File: config.mk
export PLATFORM = sky130hd
export DESIGN_NAME = mem_arbiter_flat
export DESIGN_NICKNAME = d
export VERILOG_FILES = /design/src/rtl/mem_arbiter_if.sv /design/src/rtl/mem_arbiter.sv /design/src/flat_wrapper.sv
export SDC_FILE = /design/constraint.sdc
export NUM_CORES = 1
export LEC_CHECK = 0
export CORE_ASPECT_RATIO = 0.6
export CORE_MARGIN = 8
export CORE_UTILIZATION = 38
export CTS_BUF_LIST = sky130_fd_sc_hd__clkbuf_4 sky130_fd_sc_hd__clkbuf_8
export DETAILED_ROUTE_END_ITERATION = 7
export PLACE_DENSITY = 0.95
export SYNTH_ARGS = -nofsm -noshare
export SYNTH_HDL_FRONTEND = slang
export SYNTH_SLANG_ARGS = --single-unit
File: constraint.sdc
create_clock -name clk -period 4.54 [get_ports clk]
set_clock_uncertainty 0.05 [all_clocks]
set_input_delay 0.908 -clock clk [delete_from_list [all_inputs] [get_ports clk]]
set_output_delay 0.908 -clock clk [all_outputs]
set_load 0.02 [all_outputs]
File: src/rtl/mem_arbiter_if.sv
// rtl/mem_arbiter_if.sv - fetch/data request ports and single-port memory bus for mem_arbiter
interface mem_arbiter_if #(
    parameter int AW = 32,
    parameter int DW = 32
);
    logic          if_req;
    logic [AW-1:0] if_addr;
    logic          if_gnt;
    logic          if_rvalid;
    logic [DW-1:0] if_rdata;

    logic          d_req;
    logic          d_we;
    logic [AW-1:0] d_addr;
    logic [DW-1:0] d_wdata;
    logic          d_gnt;
    logic          d_rvalid;
    logic [DW-1:0] d_rdata;

    logic          m_en;
    logic          m_we;
    logic [AW-1:0] m_addr;
    logic [DW-1:0] m_wdata;
    logic [DW-1:0] m_rdata;

    modport slave (
        input  if_req, if_addr, d_req, d_we, d_addr, d_wdata, m_rdata,
        output if_gnt, if_rvalid, if_rdata, d_gnt, d_rvalid, d_rdata,
        output m_en, m_we, m_addr, m_wdata
    );

    modport master (
        output if_req, if_addr, d_req, d_we, d_addr, d_wdata, m_rdata,
        input  if_gnt, if_rvalid, if_rdata, d_gnt, d_rvalid, d_rdata,
        input  m_en, m_we, m_addr, m_wdata
    );
endinterface

File: src/rtl/mem_arbiter.sv
// rtl/mem_arbiter.sv - two-port (fetch/data) arbiter onto a single-port fixed-latency memory
module mem_arbiter #(
    parameter int AW         = 32,
    parameter int DW         = 32,
    parameter int MEM_LAT    = 1,
    parameter int STARVE_MAX = 4
) (
    input  logic          clk,
    input  logic          reset,
    mem_arbiter_if.slave  bus
);
    typedef enum logic { IDLE, RD_WAIT } state_t;
    typedef enum logic { OWN_IF, OWN_D } owner_t;

    localparam logic [1:0] LAT_INIT   = 2'(MEM_LAT - 1);
    localparam logic [3:0] STARVE_CAP = 4'(STARVE_MAX);

    state_t        state, state_nxt;
    owner_t        owner, owner_nxt;
    logic [1:0]    lat_cnt, lat_nxt;
    logic [3:0]    starve_cnt, starve_nxt;
    logic          capture;
    logic          if_rvalid_q, d_rvalid_q;
    logic [DW-1:0] if_rdata_q, d_rdata_q;

    logic          idle_ok, fetch_win, data_win;
    logic [AW-1:0] win_addr;

    // Grants are combinational so a write or read issues in the request cycle.
    always_comb begin
        idle_ok   = (state == IDLE) && !reset;
        fetch_win = idle_ok && bus.if_req && (!bus.d_req || (starve_cnt == STARVE_CAP));
        data_win  = idle_ok && bus.d_req && !fetch_win;
        win_addr  = data_win ? bus.d_addr : bus.if_addr;

        bus.if_gnt  = fetch_win;
        bus.d_gnt   = data_win;
        bus.m_en    = fetch_win || data_win;
        bus.m_we    = data_win && bus.d_we;
        bus.m_addr  = (fetch_win || data_win) ? win_addr : '0;
        bus.m_wdata = (data_win && bus.d_we) ? bus.d_wdata : '0;
    end

    always_comb begin
        state_nxt  = state;
        owner_nxt  = owner;
        lat_nxt    = lat_cnt;
        starve_nxt = starve_cnt;
        capture    = 1'b0;
        case (state)
            IDLE: begin
                if (!bus.if_req || fetch_win) begin
                    starve_nxt = '0;
                end else if (starve_cnt < STARVE_CAP) begin
                    starve_nxt = starve_cnt + 4'd1;
                end
                if (fetch_win || (data_win && !bus.d_we)) begin
                    state_nxt = RD_WAIT;
                    lat_nxt   = LAT_INIT;
                    owner_nxt = data_win ? OWN_D : OWN_IF;
                end
            end
            RD_WAIT: begin
                if (lat_cnt == '0) begin
                    capture   = 1'b1;
                    state_nxt = IDLE;
                end else begin
                    lat_nxt = lat_cnt - 2'd1;
                end
            end
            default: state_nxt = IDLE;
        endcase
    end

    always_ff @(posedge clk) begin
        if (reset) begin
            state       <= IDLE;
            owner       <= OWN_IF;
            lat_cnt     <= '0;
            starve_cnt  <= '0;
            if_rvalid_q <= 1'b0;
            d_rvalid_q  <= 1'b0;
            if_rdata_q  <= '0;
            d_rdata_q   <= '0;
        end else begin
            state       <= state_nxt;
            owner       <= owner_nxt;
            lat_cnt     <= lat_nxt;
            starve_cnt  <= starve_nxt;
            if_rvalid_q <= capture && (owner == OWN_IF);
            d_rvalid_q  <= capture && (owner == OWN_D);
            // Only the owning port's data register is touched by a capture.
            if (capture && (owner == OWN_IF)) if_rdata_q <= bus.m_rdata;
            if (capture && (owner == OWN_D))  d_rdata_q  <= bus.m_rdata;
        end
    end

    assign bus.if_rvalid = if_rvalid_q;
    assign bus.d_rvalid  = d_rvalid_q;
    assign bus.if_rdata  = if_rdata_q;
    assign bus.d_rdata   = d_rdata_q;
endmodule
File: src/flat_wrapper.sv
// flat-port wrapper written by rule: the top's interface ports become plain ports
module mem_arbiter_flat 
#(
    parameter int AW         = 32,
    parameter int DW         = 32,
    parameter int MEM_LAT    = 1,
    parameter int STARVE_MAX = 4
)
  (clk, reset, bus_if_req, bus_if_addr, bus_d_req, bus_d_we, bus_d_addr, bus_d_wdata, bus_m_rdata, bus_if_gnt, bus_if_rvalid, bus_if_rdata, bus_d_gnt, bus_d_rvalid, bus_d_rdata, bus_m_en, bus_m_we, bus_m_addr, bus_m_wdata);
  mem_arbiter_if #(.AW(AW), .DW(DW)) bus_i ();
  input  logic clk;
  input  logic reset;
  input wire logic [$bits(bus_i.if_req)-1:0] bus_if_req;
  input wire logic [$bits(bus_i.if_addr)-1:0] bus_if_addr;
  input wire logic [$bits(bus_i.d_req)-1:0] bus_d_req;
  input wire logic [$bits(bus_i.d_we)-1:0] bus_d_we;
  input wire logic [$bits(bus_i.d_addr)-1:0] bus_d_addr;
  input wire logic [$bits(bus_i.d_wdata)-1:0] bus_d_wdata;
  input wire logic [$bits(bus_i.m_rdata)-1:0] bus_m_rdata;
  output wire logic [$bits(bus_i.if_gnt)-1:0] bus_if_gnt;
  output wire logic [$bits(bus_i.if_rvalid)-1:0] bus_if_rvalid;
  output wire logic [$bits(bus_i.if_rdata)-1:0] bus_if_rdata;
  output wire logic [$bits(bus_i.d_gnt)-1:0] bus_d_gnt;
  output wire logic [$bits(bus_i.d_rvalid)-1:0] bus_d_rvalid;
  output wire logic [$bits(bus_i.d_rdata)-1:0] bus_d_rdata;
  output wire logic [$bits(bus_i.m_en)-1:0] bus_m_en;
  output wire logic [$bits(bus_i.m_we)-1:0] bus_m_we;
  output wire logic [$bits(bus_i.m_addr)-1:0] bus_m_addr;
  output wire logic [$bits(bus_i.m_wdata)-1:0] bus_m_wdata;
  assign bus_i.if_req = bus_if_req;
  assign bus_i.if_addr = bus_if_addr;
  assign bus_i.d_req = bus_d_req;
  assign bus_i.d_we = bus_d_we;
  assign bus_i.d_addr = bus_d_addr;
  assign bus_i.d_wdata = bus_d_wdata;
  assign bus_i.m_rdata = bus_m_rdata;
  assign bus_if_gnt = bus_i.if_gnt;
  assign bus_if_rvalid = bus_i.if_rvalid;
  assign bus_if_rdata = bus_i.if_rdata;
  assign bus_d_gnt = bus_i.d_gnt;
  assign bus_d_rvalid = bus_i.d_rvalid;
  assign bus_d_rdata = bus_i.d_rdata;
  assign bus_m_en = bus_i.m_en;
  assign bus_m_we = bus_i.m_we;
  assign bus_m_addr = bus_i.m_addr;
  assign bus_m_wdata = bus_i.m_wdata;
  mem_arbiter #(.AW(AW), .DW(DW), .MEM_LAT(MEM_LAT), .STARVE_MAX(STARVE_MAX)) u_core (.clk(clk), .reset(reset), .bus(bus_i));
endmodule
# Yosys cells after proc, flatten, opt, wreduce, memory -nomap -nowiden

Cells that the tools add are included.
Widths: inputs -> output; s select.

Register bits after elaboration: 74
Output and inout bits: 134

Muxes and demuxes: 14
Reductions and logical operators: 23
Add/subtract/negate cells: 2
$lt $le $gt $ge: 1
Equal/unequal tests: 3
Bitwise operators: 2

Operator list:

| kind                | number |
|---|---|
| $mux 32             | 3 |
| $logic_and 1x1->1   | 9 |
| $mux 4              | 2 |
| $reduce_and 2->1    | 3 |
| $logic_not 1->1     | 5 |
| $mux 1              | 5 |
| $add 4x1->4 const B | 1 |
| $eq 4x3->1 const B  | 1 |
| $logic_or 1x1->1    | 4 |
| $lt 4x3->1 const B  | 1 |
| $mux 2              | 2 |
| $ne 2x2->1 const B  | 2 |
| $pmux 2 s2          | 1 |
| $logic_not 2->1     | 1 |
| $not 1->1           | 2 |
| $pmux 1 s2          | 1 |
| $reduce_bool 2->1   | 1 |
| $sub 2x1->2 const B | 1 |

# Depth between registers and ports, before layout

Gate-level depths: netlist (run 1).

Depth in word-level cells: 10
Depth in mapped cells: 8

# Least setup slack after synthesis (run 1)

OpenSTA, ideal clock, no wires.

Kind: input to output
Start: input port bus_if_req
End: output port bus_m_wdata[22]
Data arrival time: 1.878 ns
Buffers on the path: 2
Required time: 3.582 ns
Slack: 1.704 ns
Cell stages on the path: 5
Path through: buf_2 -> nand4b_2 -> and3_2 -> buf_4 -> and2_1

Word-level cells in the longest chain between the ends: 6

RTL lines:

| element                         | RTL line           | text |
|---|---|---|
| start, declared                 | flat_wrapper.sv:13 | `input wire logic [$bits(bus_i.if_req)-1:0] bus_if_req;` |
| $logic_and 1x1->1 (2 in series) | mem_arbiter.sv:32  | `fetch_win = idle_ok && bus.if_req && (!bus.d_req \|\| (starve_cnt == STARVE_CAP));` |
| $logic_not 1->1                 | mem_arbiter.sv:33  | `data_win = idle_ok && bus.d_req && !fetch_win;` |
| $logic_and 1x1->1               | mem_arbiter.sv:33  |  |
| $logic_and 1x1->1               | -                  |  |
| named net bus_m_we              | flat_wrapper.sv:27 | `output wire logic [$bits(bus_i.m_we)-1:0] bus_m_we;` |
| $mux 32                         | mem_arbiter.sv:41  | `bus.m_wdata = (data_win && bus.d_we) ? bus.d_wdata : '0;` |
| end, declared                   | flat_wrapper.sv:29 | `output wire logic [$bits(bus_i.m_wdata)-1:0] bus_m_wdata;` |

The timed path passes the listed nets, and every way through them passes these cells.

# Final worst setup path (run 1)

Start: input port bus_if_req
End: output port bus_m_wdata[4]

Word-level cells in the longest chain between the ends: 6

RTL lines:

| element                         | RTL line |
|---|---|
| $logic_and 1x1->1 (2 in series) | mem_arbiter.sv:32 |
| $logic_not 1->1                 | mem_arbiter.sv:33 |
| $logic_and 1x1->1               | mem_arbiter.sv:33 |
| $logic_and 1x1->1               | mem_arbiter.sv:41 |
| $mux 32                         | mem_arbiter.sv:41 |

Every way passes these cells.

==> results of run 1 <==
==> routing by layer <==
layer	vias up	wire length, um
met4	0	371
met5	-	0
met3	35	1740
met1	2089	6210
met2	228	7520
li1	2150	-
==> worst register-to-register path, delay by kind of cell (launching register included) <==
family           cells  cell delay [ns]
AO/OA/AOI/OAI        1             0.20
flip-flops           1             0.68
AND/OR/NAND/NOR      2             1.30
==> kinds of logic after synthesis <==
family / Yosys count / share of synthesized area
xor+xnor: 1 / 0.00244
fa+ha+maj: 3 / 0.0105
mux: 1 / 0.00279
compound gates: 108 / 0.191
buf+inv: 54 / 0.0662
simple gates: 251 / 0.315
flops: 74 / 0.412
==> power by group <==
group,switching (mW),total [mW],internal [mW]
registers,0.0194,0.696,0.676
clock network,0.269,0.534,0.265
logic,0.218,0.450,0.233
==> layout by cell type (no fill, tap or decap), types with 3 or more instances in the layout <==
master / n
buf_4: 10
clkbuf_8: 9
o2111ai_1: 32
inv_1: 6
clkdlybuf4s50_1: 265
a21oi_1: 67
and2_1: 33
nor2_1: 8
ha_1: 3
nand3_1: 33
nand2_1: 162
dfxtp_1: 74
==> metrics by stage <==
stage / hold slack [ns] / utilization / power, mW / worst slack, ns
floorplan: 0.428 / - / 0.895 / 1.70
global placement: 0.390 / 0.685 / 1.15 / 0.602
detailed placement: 0.397 / 0.685 / 1.16 / 0.448
CTS: 0.409 / 0.708 / 1.70 / 0.445
global route: 0.430 / 0.708 / 1.76 / 0.314
finish: 0.404 / 0.708 / 1.68 / 0.390
==> worst paths after layout <==
check                                        from                              endpoint  slack, ns  cells past startpoint
min          u_core.bus.if_rdata[28]$_SDFFE_PP0P_  u_core.bus.if_rdata[28]$_SDFFE_PP0P_       0.40                      2
max reg2reg               u_core.state$_SDFF_PP0_    u_core.bus.d_rdata[9]$_SDFFE_PP0P_       2.25                      3
max                                    bus_if_req                        bus_m_wdata[4]       0.39                      5
min reg2reg  u_core.bus.if_rdata[28]$_SDFFE_PP0P_  u_core.bus.if_rdata[28]$_SDFFE_PP0P_       0.40                      2
==> area by class of cell <==
type,count,area share
clock inverter,7,0.0133
sequential,74,0.228
inverter,7,0.00404
tap,130,0.0250
multi-input combinational,364,0.288
clock buffer,9,0.0190
timing repair buffer,277,0.423
==> registers in the layout (all words and copies together) (netlist names) <==
name	flops
u_core.bus.d_rdata	32
u_core.state	1
u_core.bus.if_rdata	32
u_core.owner	1
u_core.starve_cnt	4
u_core.lat_cnt	2
u_core.bus.if_rvalid	1
u_core.bus.d_rvalid	1
==> reports/summary.txt, run 1 <==
Run status = complete, no violations
M1 GR Usage = 0.265
Fraction of layout cells with a size suffix above 1 = 0.0434
Hold crit path type = register to register
Final setup vio count = 0
Clk pin slew, worst setup/hold paths = 0.08 ns
Tmin final = 4.15 ns
Synth cell types = 34
WL per Instance = 18.3 um
Post-layout instance area = 6510 um^2
Required time of the critical path = 3.58 ns
Mapped Cells = 492
Longest Clk Path Bufs = 2
Core footprint = 9190 um^2
Period utilisation layout = 0.914
CP max FO = 33
Unrepaired setup endpoints after global routing = false
CP max stage delay = 0.66 ns
Buffers added on ports = 266
Post_cts resized = 0
Final Net Count = 869
M2 GR Usage = 0.402
Grt peak-use layer = met2
Post-Place Cells = 852
Setup Fix Bufs, Post-CTS = 0
Largest net degree at the start of global routing = 76
Worst path most repeated cell = clkdlybuf4s50_1
Slew Limit Fails = 0
Hpwl dp = 12.4 mm
Slew Limit Headroom = 0.158
Slowest cell on crit path = clkdlybuf4s50_1
Die height = 91.3 um
GPL Wtd Cong = 0.872
# diodes = 0
Number of synthesized flops with an enable pin = 0
IO Pins = 267
CTS Root Cell = clkbuf_8
Worst-Skew Late Latency = 0.34 ns
Drc violations = 0
Share of the synthesized area in the top cell type = 0.412
Hold Violations, Final = 0
Post-route non-filler standard cell count = 868
Worst vdd ir = 0.000171 V
Layout area overhead = 81.2%
Die X = 142 um
Synthesized flop and latch total = 74
Power Density = 258 nW/um^2
# hold bufs at CTS = 0
Via density = 5.19
Top cells by area, synth = dfxtp_1 41%, nand2_1 17%, a21oi_1 9.3%
Final ANT Viol Nets = 0
CP Cell Sequence = clkdlybuf4s50_1 -> nand4b_2 -> and3_2 -> and2_1 -> clkdlybuf4s50_1
Drt pass-1 iters = 5
Number of global-route vias before repair = 4489
TritonCTS clock tree = done
Max-capacitance violation count = 0
Die area = 12900 um^2
Most instantiated library cell after synthesis = nand2_1
Avg Cell Area, Syn = 7.30 um^2
DRT Wirelength = 15.8 mm
CP endpoint kind = output port
DRT iter0 DRCs = 282
Multi-input logic area = 1880 um^2
Top FF cell, synth = dfxtp_1
Crit path kind = input port to output port
Worst EP arrival = 3.19 ns
Global-route wire length before repair = 24.4 mm
Fmax = 241 MHz
Filler instances = 677
Clock tree sinks = 74
Worst Max-Slew Pin Slew = 1.26 ns
Largest delay share family, worst path = buffers and inverters
FF/Latch Area = 1480 um^2
Starting Density = 0.391
Post-synth top cells = 162 x nand2_1, 74 x dfxtp_1, 67 x a21oi_1
Placed Area = 6300 um^2
Leak pwr = 2.42 nW
Via Count = 4502
All-Layer GR Usage = 0.235
Yosys warnings = 0
CTS buffer count = 9
CTS H-tree depth = 3
Async SR Flop Fraction = 0
Row cnt = 27
Sequential share of the synthesized area = 0.412
Synth Net Count = 628
Initial antenna violation count = 0
Met3 GRT Util = 0.0930
Gr ovfl total = 0
Cell taking the most area after synthesis = dfxtp_1
CP Buf/Inv Count = 2
Synthesized cell area = 3590 um^2
Setup TNS = 0 ns
Startpoint Class = input port
No activity file was read; power rests on OpenSTA's default activity.
==> inputs of run 2 (changes only) <==
--- a/config.mk
+++ b/config.mk
@@ -12,2 +12,3 @@
 export DETAILED_ROUTE_END_ITERATION = 7
+export GPL_TIMING_DRIVEN = 0
 export PLACE_DENSITY = 0.95
==> constraint.sdc (replaced) <==
create_clock -name clk -period 4.54 [get_ports clk]
set_clock_uncertainty 0.05 [all_clocks]
set_input_delay 0.454 -clock clk [delete_from_list [all_inputs] [get_ports clk]]
set_output_delay 0.454 -clock clk [all_outputs]
set_load 0.02 [all_outputs]
==> run 2 against run 1 <==
Sequential share of layout area down 0.36 points; global-route usage up 0.96 points; cell area up 1.6%; total power up 0.31%; via count up 5.4%; cell count up 4.0%; die area unchanged; wire length up 4.9%; first-iteration DRC count up 28%; clock power down 1%; highest routed layer unchanged.
==> reports/summary.txt, run 2 (synthesized netlist as in run 1, its figures left out) <==
Final setup vio count = 0
WL per Instance = 18.4 um
All-Layer GR Usage = 0.244
Unrepaired setup endpoints after global routing = false
Slew Limit Fails = 0
CP endpoint kind = output port
Global-route wire length before repair = 25.3 mm
Tmin final = 3.35 ns
Commonest non-fill, non-tap cell in the layout = clkdlybuf4s50_1
Via Count = 4744
TritonCTS clock tree = done
Clk pin slew, worst setup/hold paths = 0.09 ns
CP max FO = 10
Power Total = 1.69 mW
Final Net Count = 904
Worst path most repeated cell = clkdlybuf4s50_1
Setup Fix Bufs, Post-CTS = 0
Row cnt = 27
Worst EP arrival = 2.85 ns
Hpwl dp = 13.6 mm
CTS buffer count = 9
Setup TNS = 0 ns
CTS H-tree depth = 3
CP max stage delay = 0.65 ns
CP Buf/Inv Count = 3
Largest net degree at the start of global routing = 16
Slowest cell on crit path = clkdlybuf4s50_1
Largest delay share family, worst path = buffers and inverters
Initial antenna violation count = 0
CTS Root Cell = clkbuf_8
GPL Wtd Cong = 0.870
CP Cell Sequence = clkdlybuf4s50_1 -> nor2_1 -> clkbuf_1 -> o2111ai_1 -> nand2_1 -> clkdlybuf4s50_1
Gr ovfl total = 0
Die X = 142 um
Die height = 91.3 um
Clock tree sinks = 74
DRT Wirelength = 16.6 mm
Run status = complete, no violations
Startpoint Class = input port
Worst-Skew Late Latency = 0.35 ns
# diodes = 0
Required time of the critical path = 4.04 ns
Number of global-route vias before repair = 4681
Crit path kind = input port to output port
Core footprint = 9190 um^2
Via density = 5.25
Layout area overhead = 84.1%
Hold crit path type = register to register
DRT iter0 DRCs = 361
Leak pwr = 2.48 nW
Post_cts resized = 0
Filler instances = 716
Slew Limit Headroom = 0.649
Highest-count cells in the layout ignoring fill and taps = 265 x clkdlybuf4s50_1, 162 x nand2_1, 74 x dfxtp_1, 67 x a21oi_1
Hold slack = 0.409 ns
Buffers added on ports = 265
IO Pins = 267
Worst Max-Slew Pin Slew = 0.527 ns
Power Density = 255 nW/um^2
Worst vdd ir = 0.000191 V
Fraction of layout cells with a size suffix above 1 = 0.0556
Max-capacitance violation count = 0
Hold Violations, Final = 0
# hold bufs at CTS = 0
Drt pass-1 iters = 6
Final ANT Viol Nets = 0
Longest Clk Path Bufs = 2
Starting Density = 0.391
Die area = 12900 um^2
Period utilisation layout = 0.738
Fmax = 298 MHz
Drc violations = 0
run 2: final timing paths:
| kind | start | slack (ns) | cells after the start | to |
|---|---|---|---|---|
| worst max-delay path | reset | 1.19 | 6 | bus_m_addr[10] |
| worst min-delay path | u_core.bus.d_rdata[9]$_SDFFE_PP0P_ | 0.41 | 2 | u_core.bus.d_rdata[9]$_SDFFE_PP0P_ |
| worst max register to register | u_core.lat_cnt[0]$_SDFFE_PP0P_ | 2.85 | 8 | u_core.bus.d_rdata[19]$_SDFFE_PP0P_ |
| worst min register to register | u_core.bus.d_rdata[9]$_SDFFE_PP0P_ | 0.41 | 2 | u_core.bus.d_rdata[9]$_SDFFE_PP0P_ |
run 2: worst reg2reg max path: stages, from the launching register on:
cell and delay [ns]:
dfxtp_1 0.33, inv_1 0.08, ha_1 0.14, buf_2 0.18
and3_1 0.17, buf_2 0.15, buf_2 0.24, nand2_1 0.10
a21oi_1 0.18
run 2: cell type report:
type / count / area (um^2) / share of cell area
multi-input combinational: 364 / 1870 / 0.283
clock inverter: 7 / 82.6 / 0.0125
inverter: 7 / 26.3 / 0.00397
clock buffer: 9 / 124 / 0.0187
sequential: 74 / 1480 / 0.224
timing repair buffer: 265 / 2650 / 0.401
buffer: 47 / 211 / 0.0320
tap: 130 / 163 / 0.0246
run 2: routing by layer:
| metal | routed length (um) | vias to the layer above | GRT usage | part of all wire |
|---|---|---|---|---|
| met5 | 0 | - | 0 | 0 |
| met4 | 267 | 0 | 0.0596 | 0.016 |
| met3 | 1840 | 31 | 0.0867 | 0.11 |
| met2 | 7980 | 275 | 0.416 | 0.48 |
| met1 | 6530 | 2218 | 0.289 | 0.39 |
| li1 | - | 2220 | - | - |
run 2: stage by stage:
step / utilization / setup WS (ns) / instance area, um^2 / cells
floorplan: - / 2.61 / 3590 / 492
global placement: 0.697 / 1.35 / 6410 / 887
detailed placement: 0.697 / 1.27 / 6410 / 887
CTS: 0.720 / 1.26 / 6610 / 903
global route: 0.720 / 1.09 / 6610 / 903
finish: 0.720 / 1.19 / 6610 / 903
run 2: report_power, final:
part	total, mW	internal (mW)	switching (mW)
registers	0.694	0.676	0.0178
logic	0.463	0.236	0.227
clock network	0.528	0.263	0.265
total	1.69	1.18	0.510
==> inputs of run 3 (changes only) <==
CORE_UTILIZATION = 32   (was 38)
PLACE_DENSITY = 0.87   (was 0.95)
clock period = 2.71 ns   (was 4.54 ns; I/O delays follow)
==> run 3 against run 2 <==
Non-clock buffer count increased by 1; clock power grew 97%; sequential power rose by 67%; cell area increased by 1.9%; first-iteration DRC count decreased by 24%; critical path depth increased by 1; critical path type unchanged; largest power group unchanged.
==> reports/summary.txt, run 3 (synthesized netlist as in run 1, its figures left out) <==
Number of global-route vias before repair = 4384
Core footprint = 11100 um^2
CTS Root Cell = clkbuf_8
Internal cell power = 2.14 mW
Die area = 15000 um^2
CTS buffer count = 9
Final Net Count = 905
Pre-CTS setup slack = -0.173 ns
Crit path kind = input port to output port
Layout area overhead = 87.7%
Worst EP arrival = 2.27 ns
All-Layer GR Usage = 0.207
Via Count = 4514
CP max stage delay = 0.63 ns
Fmax = 386 MHz
Slew Limit Headroom = 0.619
Clock share of power = 0.352
IO Pins = 267
Run status = complete, no violations
Fraction of layout cells with a size suffix above 1 = 0.0724
Initial antenna violation count = 1
Buffers added on ports = 265
TritonCTS clock tree = done
Highest-count cells in the layout ignoring fill and taps = 206 x clkdlybuf4s50_1, 162 x nand2_1, 74 x dfxtp_1, 67 x a21oi_1
Slew Limit Fails = 0
DRT Wirelength = 16.0 mm
Global-route wire length before repair = 24.8 mm
Hold Violations, Final = 0
Die height = 98.1 um
Max-capacitance violation count = 0
Gr ovfl total = 0
Commonest non-fill, non-tap cell in the layout = clkdlybuf4s50_1
Switch share = 0.276
Drc violations = 0
Clock tree sinks = 74
Die X = 153 um
DRT iter0 DRCs = 274
# diodes = 0
GPL Wtd Cong = 0.902
CTS H-tree depth = 3
Setup slack after layout = 0.121 ns
Part of the power in combinational logic = 0.256
Final setup vio count = 0
Starting Density = 0.323
Slowest cell on crit path = clkdlybuf4s50_1
Hpwl dp = 12.9 mm
Final ANT Viol Nets = 0
Startpoint Class = input port
Setup TNS = 0 ns
Period utilisation layout = 0.955
NetSw = 0.817 mW
CP endpoint kind = output port
Largest net degree at the start of global routing = 14
CP Cell Sequence = clkdlybuf4s50_1 -> nor3b_4 -> buf_4 -> buf_4 -> nand3_1 -> nand2_1 -> clkdlybuf4s50_1
Worst Max-Slew Pin Slew = 0.571 ns
Flop pwr share = 0.392
Hold slack = 0.358 ns
Hold crit path type = input port to register
Drt pass-1 iters = 4
Required time of the critical path = 2.39 ns
Row cnt = 30
# hold bufs at CTS = 0
Tmin final = 2.59 ns
Clk pin slew, worst setup/hold paths = 0.07 ns
WL per Instance = 17.4 um
Worst-Skew Late Latency = 0.33 ns
CP max FO = 12
Power Density = 439 nW/um^2
Unrepaired setup endpoints after global routing = false
Filler instances = 1020
Leak pwr = 3.14 nW
Via density = 4.92
Longest Clk Path Bufs = 2
Worst vdd ir = 0.000238 V
## run 3: metrics by stage
stage	area [um^2]	util	std cells	total power, mW
2_1_floorplan	3590	-	492	1.50
4_1_cts	6660	0.600	918	2.99
3_3_place_gp	6420	0.578	901	1.94
3_5_place_dp	6420	0.578	901	1.95
5_1_grt	6740	0.607	918	3.11
6_report	6740	0.607	918	2.96
## run 3: cell type report
cell class                 instances  area, um^2  area share
multi-input combinational        364        1880       0.279
clock buffer                      10         131      0.0195
clock inverter                     6         115      0.0171
inverter                           7        26.3     0.00390
tap                              144         180      0.0267
buffer                            46         230      0.0341
timing repair buffer             267        2700       0.400
sequential                        74        1480       0.220
## run 3: critical path: cells and delay by family
kind	cells	cell delay [ns]
buffers and inverters	4	1.57
and+or+nand+nor	3	0.42
## run 3: worst paths after layout
| kind | from | endpoint | slack (ns) | depth (start not counted) |
|---|---|---|---|---|
| max | bus_d_req | bus_m_addr[0] | 0.12 | 7 |
| min | bus_if_req | u_core.state$_SDFF_PP0_ | 0.36 | 3 |
| max reg2reg | u_core.lat_cnt[0]$_SDFFE_PP0P_ | u_core.bus.if_rdata[25]$_SDFFE_PP0P_ | 1.07 | 7 |
| min reg2reg | u_core.bus.if_rdata[2]$_SDFFE_PP0P_ | u_core.bus.if_rdata[2]$_SDFFE_PP0P_ | 0.41 | 2 |
## run 3: metal layers
layer / wire (um) / vias up / part of all wire / GRT usage
met5: 13 / - / 0.00081 / 0
met1: 7160 / 2105 / 0.45 / 0.264
met4: 164 / 2 / 0.010 / 0.0393
met3: 1230 / 16 / 0.077 / 0.0750
li1: - / 2231 / - / -
met2: 7450 / 160 / 0.46 / 0.332
## run 3: timing repair
action | in CTS | in global routing
gates cloned | 0 | 0
buffers inserted | 2 | 0
gates resized for setup | 42 | 39
endpoints found under the setup margin | 59 | 29
## run 3: power groups by stage
stage	logic [mW]	clock network, mW	registers, mW
after global routing	0.812	1.13	1.17
after CTS	0.762	1.07	1.16
after global placement	0.757	0	1.18
after floorplan	0.267	0	1.23
final	0.757	1.04	1.16
after detailed placement	0.766	0	1.19
